## src/rtl/video_scale_pkg.sv

```systemverilog
// Shared types and helpers for the video decimate-and-pack path.
package video_scale_pkg;

  localparam int DIM_W = 12;

  typedef logic [15:0] rgb565_t;

  // One VDMA word: earlier pixel in the low half.
  typedef struct packed {
    rgb565_t hi;
    rgb565_t lo;
  } word_t;

  function automatic rgb565_t rgb888_to_565(input logic [23:0] p);
    return {p[23:19], p[15:10], p[7:3]};
  endfunction

endpackage

```

## src/rtl/video_scale_pack_decim_acc.sv

```systemverilog
// Nearest-neighbour decimation stepper: keep is live for the current acc,
// acc advances by out (wrapping by in) on step.
module decim_acc #(
  parameter int W = video_scale_pkg::DIM_W
) (
  input  logic         clk_i,
  input  logic         rst_i,
  input  logic         clr_i,
  input  logic         step_i,
  input  logic [W-1:0] in_size_i,
  input  logic [W-1:0] out_size_i,
  output logic         keep_o
);

  logic [W:0]   acc_q, acc_d, sum;
  logic [W-1:0] out_eff;

  always_comb begin
    out_eff = (out_size_i > in_size_i) ? in_size_i : out_size_i;
    sum     = acc_q + {1'b0, out_eff};
    // out=0 must never keep, even when in=0 makes the compare trivially true
    keep_o  = (out_eff != '0) && (sum >= {1'b0, in_size_i});
    acc_d   = acc_q;
    if (clr_i)       acc_d = '0;
    else if (step_i) acc_d = keep_o ? sum - {1'b0, in_size_i} : sum;
  end

  always_ff @(posedge clk_i) begin
    if (rst_i) acc_q <= '0;
    else       acc_q <= acc_d;
  end

endmodule

```

## src/rtl/video_scale_pack.sv

```systemverilog
// RGB888 stream -> decimated RGB565, two pixels per word, onto the VDMA write port.
module video_scale_pack #(
  parameter int PIX_DW      = 24,
  parameter int W_DATAWIDTH = 32,
  parameter int DIM_W       = video_scale_pkg::DIM_W
) (
  input  logic                   W_wclk_i,
  input  logic                   W_rst_i,
  input  logic                   vs_i,
  input  logic                   de_i,
  input  logic [PIX_DW-1:0]      data_i,
  input  logic [DIM_W-1:0]       in_xsize_i,
  input  logic [DIM_W-1:0]       in_ysize_i,
  input  logic [DIM_W-1:0]       out_xsize_i,
  input  logic [DIM_W-1:0]       out_ysize_i,
  input  logic                   W_full_i,
  output logic                   W_FS_o,
  output logic                   W_wren_o,
  output logic [W_DATAWIDTH-1:0] W_data_o,
  output logic                   ovf_o,
  output logic [7:0]             frame_cnt_o
);
  import video_scale_pkg::*;

  if (W_DATAWIDTH != 32 || PIX_DW != 24) begin : g_bad_cfg
    $error("video_scale_pack supports only RGB888 in, 2xRGB565 (32-bit) out");
  end

  logic             vs_q, de_q, armed_q, fs_q;
  logic             vs_rise, de_rise, de_fall, flush;
  logic [DIM_W-1:0] in_x_q, in_y_q, out_x_q, out_y_q;
  logic             hkeep, vkeep, line_keep_q, line_keep;
  logic             s1_vld_q;
  logic [PIX_DW-1:0] s1_data_q;
  rgb565_t          px, lo_q, lo_d;
  logic             pend_q, pend_d, due;
  logic             wren_q, wren_d, ovf_q, ovf_d;
  word_t            data_q, word_d;
  logic [7:0]       fcnt_q;

  assign vs_rise   = vs_i & ~vs_q;
  assign de_rise   = de_i & ~de_q;
  assign de_fall   = ~de_i & de_q;
  // first pixel of a line arrives with de_rise, before line_keep_q is loaded
  assign line_keep = de_rise ? vkeep : line_keep_q;
  assign flush     = armed_q & de_fall & ~vs_rise;
  assign px        = rgb888_to_565(s1_data_q);

  decim_acc #(.W(DIM_W)) u_hacc (
    .clk_i      (W_wclk_i),
    .rst_i      (W_rst_i),
    .clr_i      (vs_rise | de_fall),
    .step_i     (armed_q & de_i & ~vs_rise),
    .in_size_i  (in_x_q),
    .out_size_i (out_x_q),
    .keep_o     (hkeep)
  );

  decim_acc #(.W(DIM_W)) u_vacc (
    .clk_i      (W_wclk_i),
    .rst_i      (W_rst_i),
    .clr_i      (vs_rise),
    .step_i     (armed_q & de_fall & ~vs_rise),
    .in_size_i  (in_y_q),
    .out_size_i (out_y_q),
    .keep_o     (vkeep)
  );

  // Pack stage: a frame start discards both the pending half and any pixel in flight.
  always_comb begin
    pend_d = pend_q;
    lo_d   = lo_q;
    ovf_d  = ovf_q;
    word_d = data_q;
    wren_d = 1'b0;
    due    = 1'b0;
    if (vs_rise) begin
      pend_d = 1'b0;
      ovf_d  = 1'b0;
    end else begin
      if (s1_vld_q) begin
        if (pend_q) begin
          due    = 1'b1;
          word_d = '{hi: px, lo: lo_q};
          pend_d = 1'b0;
        end else if (flush) begin
          due    = 1'b1;
          word_d = '{hi: '0, lo: px};
        end else begin
          lo_d   = px;
          pend_d = 1'b1;
        end
      end else if (flush && pend_q) begin
        due    = 1'b1;
        word_d = '{hi: '0, lo: lo_q};
        pend_d = 1'b0;
      end
      if (due) begin
        if (W_full_i) ovf_d  = 1'b1;
        else          wren_d = 1'b1;
      end
    end
  end

  always_ff @(posedge W_wclk_i) begin
    if (W_rst_i) begin
      vs_q        <= 1'b0;
      de_q        <= 1'b0;
      armed_q     <= 1'b0;
      fs_q        <= 1'b0;
      in_x_q      <= '0;
      in_y_q      <= '0;
      out_x_q     <= '0;
      out_y_q     <= '0;
      line_keep_q <= 1'b0;
      s1_vld_q    <= 1'b0;
      s1_data_q   <= '0;
      pend_q      <= 1'b0;
      lo_q        <= '0;
      wren_q      <= 1'b0;
      ovf_q       <= 1'b0;
      data_q      <= '0;
      fcnt_q      <= '0;
    end else begin
      vs_q   <= vs_i;
      de_q   <= de_i;
      fs_q   <= vs_rise;
      if (vs_rise) begin
        armed_q <= 1'b1;
        in_x_q  <= in_xsize_i;
        in_y_q  <= in_ysize_i;
        out_x_q <= out_xsize_i;
        out_y_q <= out_ysize_i;
        fcnt_q  <= fcnt_q + 8'd1;
      end
      if (de_rise) line_keep_q <= vkeep;
      s1_vld_q <= armed_q & de_i & ~vs_rise & hkeep & line_keep;
      if (de_i) s1_data_q <= data_i;
      pend_q <= pend_d;
      lo_q   <= lo_d;
      wren_q <= wren_d;
      ovf_q  <= ovf_d;
      if (wren_d) data_q <= word_d;
    end
  end

  assign W_FS_o      = fs_q;
  assign W_wren_o    = wren_q;
  assign W_data_o    = data_q;
  assign ovf_o       = ovf_q;
  assign frame_cnt_o = fcnt_q;

endmodule

```

## config.mk

```make
export PLATFORM = sky130hd
export DESIGN_NAME = video_scale_pack
export DESIGN_NICKNAME = d
export VERILOG_FILES = /design/src/rtl/video_scale_pkg.sv /design/src/rtl/video_scale_pack_decim_acc.sv /design/src/rtl/video_scale_pack.sv
export SDC_FILE = /design/constraint.sdc
export NUM_CORES = 1
export LEC_CHECK = 0
export CAP_MARGIN = 20
export CORE_ASPECT_RATIO = 0.9
export CORE_UTILIZATION = 45
export DETAILED_ROUTE_END_ITERATION = 8
export PLACE_DENSITY = 0.67
export SLEW_MARGIN = 5
export SYNTH_ARGS = -nofsm -noshare
export SYNTH_HDL_FRONTEND = slang
export SYNTH_HIERARCHICAL = 1
export SYNTH_SLANG_ARGS = --single-unit
```

## constraint.sdc

```tcl
create_clock -name W_wclk_i -period 14.39 [get_ports W_wclk_i]
set_input_delay 2.1585 -clock W_wclk_i [delete_from_list [all_inputs] [get_ports W_wclk_i]]
set_output_delay 2.1585 -clock W_wclk_i [all_outputs]
set_load 0.05 [all_outputs]
```

==> flow_metrics.tcl <==
set metrics [dict create \
    clock-sinks 155 \
    design_area_um2 11070 \
    slew_viol_final 0 \
    seq_power_share_pct 35.7 \
    critical_path_class "flip-flop to flip-flop" \
    viasPerCell 5.534 \
    vias 7986 \
    p_sw_share_pct 33.92 \
    intPower_uw 844.5 \
    cts_tree "done" \
    layout_worst_path_cycle_share_pct 43.90 \
    yosysSeqAreaShare_pct 33.60 \
    num_rows 49 \
    arrival_ps 6620 \
    startpoint_type "flip-flop" \
    area_growth_pct 19.93 \
    final-instance-count-excl-fill 1443 \
    p_leak_nw 4.409 \
    die_h_um 137.9 \
    antennaDiodeCount 0 \
    synth_commonest_cells "178 x nand2_1, 155 x dfxtp_1, 114 x a21oi_1" \
    report.power.total_mw 1.278 \
    max_freq_mhz 158.3 \
    root_buffer "clkbuf_16" \
    h-tree-depth 4 \
    synth.largest_area_cell "dfxtp_1" \
    path_clk_slew_ps 70 \
    yosysMostFrequentCell "nand2_1" \
    ys_top_cells_by_area "dfxtp_1 34%, ha_1 9.9%, nand2_1 7.2%" \
    cts_setup_buffers 0 \
    antenna_left 0 \
    pre_cts_ws_ps 8157 \
    cts_hold_buf 0 \
    p_clk_share_pct 35.1 \
    syn_nets 1241 \
    drtIter0Drc 369 \
    nNetsFinal 1330 \
    port_buffers 111 \
    status "finished, final reports clean" \
    hpwl_mm 17.27 \
    core_um2 20050 \
    share_comb_of_total_power_pct 29.2 \
    ys_async_sr_fraction_pct 0 \
    place_congestion 0.8901 \
    hold_ws_ps 454.7 \
    yosysWarnings 6 \
    wl_per_cell_um 16.31 \
    tns_ps 0 \
    synthFlopType "dfxtp_1" \
    grt_pass1_wl_mm 37.91 \
    place_inst 1412 \
    vdd_drop_max_uv 72.73 \
    grtUsageTotal_pct 22.87 \
    insertion_delay_ps 430 \
    grt_max_degree 72 \
    syn-instance-count 1087 \
    setup_viol 0 \
    grt_setup_unrepaired "no" \
    maxSlewHeadroom_pct 31.03 \
    dieArea_um2 21100 \
    maxCapViolations 0 \
    fin_util_pct 55.24 \
    p_sw_uw 433.5 \
    skew_ps 10.90 \
    endpoint_kind "flip-flop" \
    fillers 1869 \
    io_pins 120 \
    die_w_um 153.0 \
    ys_seq_elements 155 \
    worstPathMaxFanout 15 \
    syn_area_um2 9234 \
    start_util_pct 46.06 \
    worst_pin_slew_ps 1031 \
    cts_buffer_depth 2 \
    grt_pass1_vias 7558 \
    hold_viol_final 0 \
    netlist.area_leader.share_pct 33.60 \
    cts_resized 0 \
    synth_edf_count 0 \
    hp-class "flip-flop to flip-flop" \
    drive_gt1_share_pct 9.343 \
    dpl-instance-area_um2 10500 \
    fin_crit_ps 6317 \
    worstPathRequired_ps 14690 \
    routed_wl_mm 23.53 \
    drc 0 \
    postLayoutSetupSlackWorst_ps 8073 \
    cts-buffers-inserted 17 \
    antenna_found_initial 1 \
    drtPass1Iterations 5 \
    synth_cell_types 73 \
    overflow 0 \
    synth.avg_cell_area_um2 8.495 \
    power.density_nw_per_um2 115.4 \
]
[power groups by stage]
stage | combinational, mW | clock (mW) | sequential, mW
floorplan | 0.285 | 0 | 0.463
finish | 0.373 | 0.449 | 0.457
global route | 0.410 | 0.474 | 0.458
CTS | 0.369 | 0.459 | 0.457
detailed placement | 0.366 | 0 | 0.466
global placement | 0.363 | 0 | 0.466
[layout by cell type (no fill, tap or decap), types with 17 or more instances in the layout]
| cell | instances |
|---|---|
| nand2_1 | 178 |
| dfxtp_1 | 155 |
| a21oi_1 | 114 |
| clkdlybuf4s50_1 | 110 |
| ha_1 | 73 |
| nor2_1 | 68 |
| o21ai_0 | 50 |
| inv_1 | 41 |
| mux2i_1 | 39 |
| mux2_2 | 25 |
| xnor2_1 | 22 |
| xor2_1 | 18 |
| a22o_1 | 17 |
| a211oi_1 | 17 |
| clkbuf_16 | 17 |
| nand3_1 | 17 |
[cell type report]
cell class              instances  area [um2]  share of cell area, %
repair buffers                121        1191                  10.76
inverters                      43       161.4                  1.457
multi-input cells             838        5727                  51.71
clock inverters                14       147.6                  1.333
clock buffers                  17       425.4                  3.841
flip-flops and latches        155        3103                  28.02
well taps                     255       319.1                  2.881
[state kept, by name, indices dropped and copies added (netlist names)]
name / count
W_wren_o: 1
W_data_o: 32
in_x_q: 12
armed_q: 1
s1_data_q: 16
out_x_q: 12
W_FS_o: 1
u_hacc/acc_q: 13
in_y_q: 12
out_y_q: 12
line_keep_q: 1
pend_q: 1
vs_q: 1
s1_vld_q: 1
lo_q: 16
ovf_o: 1
de_q: 1
frame_cnt_o: 8
u_vacc/acc_q: 13
[cell families (layout without fill, tap and decap cells)]
| kind of cell | Yosys count | after routing | share of synthesized area, % |
|---|---|---|---|
| xor+xnor | 41 | 41 | 3.970 |
| fa+ha+maj | 77 | 77 | 10.76 |
| flops | 155 | 155 | 33.60 |
| buf+inv | 94 | 195 | 4.404 |
| mux | 65 | 65 | 7.425 |
| simple gates | 355 | 355 | 17.86 |
| compound gates | 300 | 300 | 21.98 |
[critical path, stage by stage, from the launching register on]
cell and delay, ps:
dfxtp_1 400, inv_1 100, ha_1 300, a21oi_1 60, o21ai_1 240, nand2_1 110
a22oi_2 690, o21ai_0 250, ha_1 290, fa_1 440, a211oi_1 350, o211ai_1 190
and2_1 230, a211oi_1 260, xor2_1 270, inv_1 100, ha_1 390, nand4_1 140
o31ai_1 330, inv_1 90, and3_1 340, a2111oi_0 490, nor3_1 110
[path summary, 6_finish.rpt]
kind / depth (start not counted) / end / slack, ps / start
hold / removal: 2 / lo_q[4] / 450 / lo_q[4]
hold reg to reg: 2 / lo_q[4] / 450 / lo_q[4]
setup reg to reg: 22 / u_hacc/acc_q[3] / 8070 / in_x_q[9]
setup / recovery: 22 / u_hacc/acc_q[3] / 8070 / in_x_q[9]
[routing by layer]
layer | global-route usage, % | vias to the layer above | wire length (um)
met4 | 6.734 | 2 | 349
met1 | 29.46 | 3704 | 11120
met3 | 4.469 | 26 | 1134
li1 | - | 4081 | -
met2 | 39.02 | 173 | 10920
met5 | 0 | - | 11
No activity file was read; power rests on OpenSTA's default activity.
